$ cat src/rtl/fifo_word_unpacker.sv
// Drains an FWFT FIFO and splits each FIFO word into WBITS-wide operands on a valid/ready port.
// Define UNPACK_MSB_FIRST_EN to emit the most significant slot first (default: least significant first).
module fifo_word_unpacker #(
   parameter int DINWIDTH = 16,
   parameter int WBITS    = 4,
   parameter int WCOUNT   = 64
) (
   input  logic                clk,
   input  logic                rst,
   input  logic [DINWIDTH-1:0] fifo_dout,
   input  logic                fifo_empty,
   output logic                fifo_rd_en,
   output logic [WBITS-1:0]    word_out,
   output logic                word_valid,
   input  logic                word_ready,
   output logic                word_last,
   output logic                vec_done
);

   localparam int NPW   = DINWIDTH / WBITS;
   localparam int NIB_W = (NPW > 1) ? $clog2(NPW) : 1;
   localparam int WC_W  = $clog2(WCOUNT);

   localparam logic [0:0] HOLD_EMPTY = 1'b0;
   localparam logic [0:0] HOLD_FULL  = 1'b1;

   logic [0:0]            state_q, state_d;
   logic [DINWIDTH-1:0]   hold_q, hold_d;
   logic [NIB_W-1:0]      nib_idx_q, nib_idx_d;
   logic [WC_W-1:0]       wcnt_q, wcnt_d;
   logic                  vec_done_q, vec_done_d;

   logic                  accept, nib_last, wcnt_last, pop;
   logic [NIB_W-1:0]      slot_idx;
   logic [NPW-1:0][WBITS-1:0] slots;

   assign slots = hold_q;

`ifdef UNPACK_MSB_FIRST_EN
   assign slot_idx = NIB_W'(NPW - 1) - nib_idx_q;
`else
   assign slot_idx = nib_idx_q;
`endif

   always_comb begin
      word_valid = (state_q == HOLD_FULL);
      accept     = word_valid & word_ready;
      nib_last   = (nib_idx_q == NIB_W'(NPW - 1));
      wcnt_last  = (wcnt_q == WC_W'(WCOUNT - 1));
      word_out   = slots[slot_idx];
      word_last  = word_valid & wcnt_last;

      state_d    = state_q;
      hold_d     = hold_q;
      nib_idx_d  = nib_idx_q;
      pop        = 1'b0;

      case (state_q)
         HOLD_EMPTY: begin
            if (!fifo_empty) begin
               pop       = 1'b1;
               hold_d    = fifo_dout;
               nib_idx_d = '0;
               state_d   = HOLD_FULL;
            end
         end
         HOLD_FULL: begin
            if (accept) begin
               if (!nib_last) begin
                  nib_idx_d = nib_idx_q + 1'b1;
               end else if (!fifo_empty) begin
                  // Reload on the last slot so a full FIFO streams without a bubble.
                  pop       = 1'b1;
                  hold_d    = fifo_dout;
                  nib_idx_d = '0;
               end else begin
                  state_d   = HOLD_EMPTY;
               end
            end
         end
         default: state_d = HOLD_EMPTY;
      endcase

      wcnt_d = wcnt_q;
      if (accept) wcnt_d = wcnt_last ? '0 : wcnt_q + 1'b1;
      vec_done_d = accept & wcnt_last;

      // The FIFO is flushed alongside us, so never pop while reset is held.
      fifo_rd_en = pop & rst;
   end

   assign vec_done = vec_done_q;

   always_ff @(posedge clk) begin
      if (!rst) begin
         state_q    <= HOLD_EMPTY;
         hold_q     <= '0;
         nib_idx_q  <= '0;
         wcnt_q     <= '0;
         vec_done_q <= 1'b0;
      end else begin
         state_q    <= state_d;
         hold_q     <= hold_d;
         nib_idx_q  <= nib_idx_d;
         wcnt_q     <= wcnt_d;
         vec_done_q <= vec_done_d;
      end
   end

endmodule
$ cat config.mk
export PLATFORM = sky130hd
export DESIGN_NAME = fifo_word_unpacker
export DESIGN_NICKNAME = d
export VERILOG_FILES = /design/src/rtl/fifo_word_unpacker.sv
export SDC_FILE = /design/constraint.sdc
export NUM_CORES = 1
export LEC_CHECK = 0
export CAP_MARGIN = 20
export CORE_ASPECT_RATIO = 0.7
export CORE_UTILIZATION = 41
export DETAILED_ROUTE_END_ITERATION = 10
export PLACE_DENSITY = 0.68
export SLEW_MARGIN = 10
export SYNTH_ARGS = -nofsm -noshare
export SYNTH_HDL_FRONTEND = slang
export SYNTH_SLANG_ARGS = --single-unit
export TNS_END_PERCENT = 100
$ cat constraint.sdc
create_clock -name clk -period 1.75 [get_ports clk]
set_clock_uncertainty 0.1 [all_clocks]
set_input_delay 0.2625 -clock clk [delete_from_list [all_inputs] [get_ports clk]]
set_output_delay 0.2625 -clock clk [all_outputs]
set_load 0.01 [all_outputs]
==> results of run 1 <==
[flip-flops by register name, indices dropped and copies added, names as in the netlist]
register    count
hold_q         16
nib_idx_q       2
vec_done        1
wcnt_q          6
word_valid      1
[cells by family after synthesis]
group / count (synthesis) / share of synthesized area, %
AND/OR/NAND/NOR: 60 / 22.6
flip-flops: 26 / 46.1
AO/OA/AOI/OAI: 25 / 12.2
buffers and inverters: 9 / 3.88
multiplexers: 5 / 8.86
XOR/XNOR: 4 / 3.10
adder cells (fa/ha/maj): 3 / 3.32
[metal layers]
metal / share of wire, % / up-vias / track usage, %
met4: 0.82 / 0 / 5.33
met3: 3.8 / 2 / 4.75
met5: 0 / - / 0
li1: - / 527 / -
met2: 51 / 16 / 35.0
met1: 44 / 481 / 21.8
[worst max path at each step]
stage                             from           to  slack [ns]  cells after the start
after floorplan           nib_idx_q[0]  word_out[0]        0.19                      2
after detailed placement           rst   fifo_rd_en       -0.14                      4
final                     nib_idx_q[0]  word_out[3]        0.02                      3
after global routing      nib_idx_q[0]  word_out[3]       -0.01                      3
after CTS                 nib_idx_q[0]  word_out[3]      -0.004                      3
after global placement      word_ready   fifo_rd_en       -0.12                      4
[metrics by stage]
step           utilization [%]  hold slack [ns]  instance area (sq um)  power (mW)  std cells
2_1_floorplan                -            0.280                   1130       0.732        132
6_report                  62.4            0.359                   1580        1.14        205
3_3_place_gp              60.6            0.341                   1540       0.826        202
4_1_cts                   61.8            0.361                   1570        1.15        205
5_1_grt                   62.4            0.379                   1580        1.20        205
3_5_place_dp              60.6            0.350                   1540       0.834        202
[synth_stat cells]
library cell / instances / area [sq um]
clkbuf_1: 3 / 11.3
dfxtp_1: 26 / 521
nand2b_1: 1 / 6.26
nor3_1: 4 / 20.0
a21boi_0: 1 / 7.51
nor2b_1: 1 / 6.26
nand2_1: 37 / 139
buf_6: 1 / 11.3
mux2i_1: 1 / 10.0
a31oi_1: 1 / 6.26
xnor2_1: 2 / 17.5
nor2_1: 8 / 30.0
xor2_1: 2 / 17.5
and3_1: 1 / 6.26
nand4_1: 1 / 6.26
buf_2: 2 / 10.0
or3_1: 1 / 6.26
o21ai_0: 2 / 10.0
inv_1: 3 / 11.3
nand3_2: 1 / 10.0
mux4_2: 4 / 90.1
o21a_1: 1 / 7.51
a21o_1: 1 / 7.51
ha_1: 3 / 37.5
a21oi_1: 18 / 90.1
a21oi_2: 1 / 8.76
nand3_1: 5 / 25.0
[worst max-delay path: cells and delay by family (launching register included)]
kind / cells / cell delay, ns
buf+inv: 2 / 0.26
flops: 1 / 0.35
mux: 1 / 0.50
[layout make-up]
type	count	area, sq um	area share, %
Timing Repair Buffer	42	389	24.6
Multi-Input combinational cell	97	576	36.4
Sequential cell	26	522	33.0
Tap cell	34	42.5	2.69
Clock buffer	3	41.3	2.61
Inverter	3	11.3	0.712
[power by group through the flow]
stage	logic, mW	registers (mW)	clock network (mW)
2_1_floorplan	0.0868	0.645	0
3_3_place_gp	0.177	0.649	0
3_5_place_dp	0.183	0.651	0
4_1_cts	0.179	0.637	0.329
5_1_grt	0.200	0.641	0.355
6_report	0.182	0.638	0.321
==> results.txt, run 1 <==
Outcome = completed
RSZ-0062 raised after global routing = yes
Vias = 1,026
Cells after synthesis = 132
DRC Markers = 0
Fraction of layout instances using a drive strength above 1 = 19.9%
Number of synthesized register bits = 26
P_sw = 0.264 mW
Syn_nets = 155
Vias per inst = 5.00
Area grow syn2layout = 40.0%
Final setup fails = 0
TritonCTS Buffers = 3
Clock share of power = 28.2%
Setup bufs post-CTS = 0
Hold EP = hold_q[7]
Worst Tran Pin Value = 0.356 ns
Final WL = 2560 microns
Hold Path Depth = 2
MaxCap Viol Count = 0
CTS tree = done
First-pass GRT wire length = 4060 microns
Placer congestion estimate = 0.752
WL/cell = 12.5 microns
Post-CTS resize count = 24
Antenna Violating Nets Remaining = 0
Fmax = 0.578 GHz
Initial antenna violation count = 0
Final critical-path required period = 1.73 ns
CP Cell Sequence = buf_6, mux4_2, buf_6
Setup TNS = 0 ns
Setup Crit Path Kind = reg2out
Critical path launch point type = flop
Crit path required time = 1.39 ns
Flop pwr share = 55.9%
N_diodes = 0
Slew margin rel. = 76.0%
Final nets = 196
Worst reg-to-reg path cell count = 7
Post-synthesis cell type count = 27
I/O Buffers = 27
I/O pins = 28
Element type at the critical path end = primary output
Worst vdd ir = 389 uV
DIE AREA = 2970 sq um
Clock latency on the worst-skew pair = 0.26 ns
CP max stage delay = 0.50 ns
Global route overflow = 0
H-tree Lvls = 1
Hold Fails Final Rpt = 0
Most common cell after layout, fill and taps aside = nand2_1
Final HPWL DP = 1980 microns
CP Max Fanout = 4
PnR worst setup slack = 0.0201 ns
DR iter-0 viols = 22
Global-route usage over all layers = 18.8%
CORE AREA = 2530 sq um
Max Buffers Root-to-Sink = 2
Fillcell total = 218
Worst min-delay path category = reg2reg
Synth Cell Area = 1130 sq um
Die Y = 45.9 microns
Initial Util = 44.6%
Setup slack after placement = -0.138 ns
Clk slew on worst S/H paths = 0.08 ns
Min-delay src = hold_q[7]
CP most frequent cell = buf_6
Final Slew Violations = 0
Crit-path slowest cell = mux4_2
Synth warn = 0
CTS Hold Buffers Added = 0
Register area share after synthesis = 46.1%
Pwr dens = 722 nW/um^2
RR Endpoint = hold_q[10]
Internal = 0.878 mW
Switching portion of total power = 23.1%
Fin crit share = 98.8%
Clock sink count = 26
Mean Syn Cell Area = 8.56 sq um
Number of global-route vias before repair = 945
Die width = 64.7 microns
Most frequent cells in the layout = nand2_1, dfxtp_1, clkdlybuf4s50_1, a21oi_1, buf_4
FP Rows = 15
WP data arrival = 1.37 ns
Leak Pwr = 0.617 nW
CTS Root Cell = clkbuf_8
Worst r2r src = nib_idx_q[0]
Combinational fraction of design power = 15.9%
TritonRoute pass-1 iters = 4
Largest net degree at the start of global routing = 23
R2r setup slk = 0.11 ns
(Power assumes the default switching activity.)
==> run 2: changes to the inputs <==
- ABC_CLOCK_PERIOD_IN_PS: not set -> 1750
==> results of run 2 <==
Same layout as run 1: the final DEF is identical, and so are final timing and power.
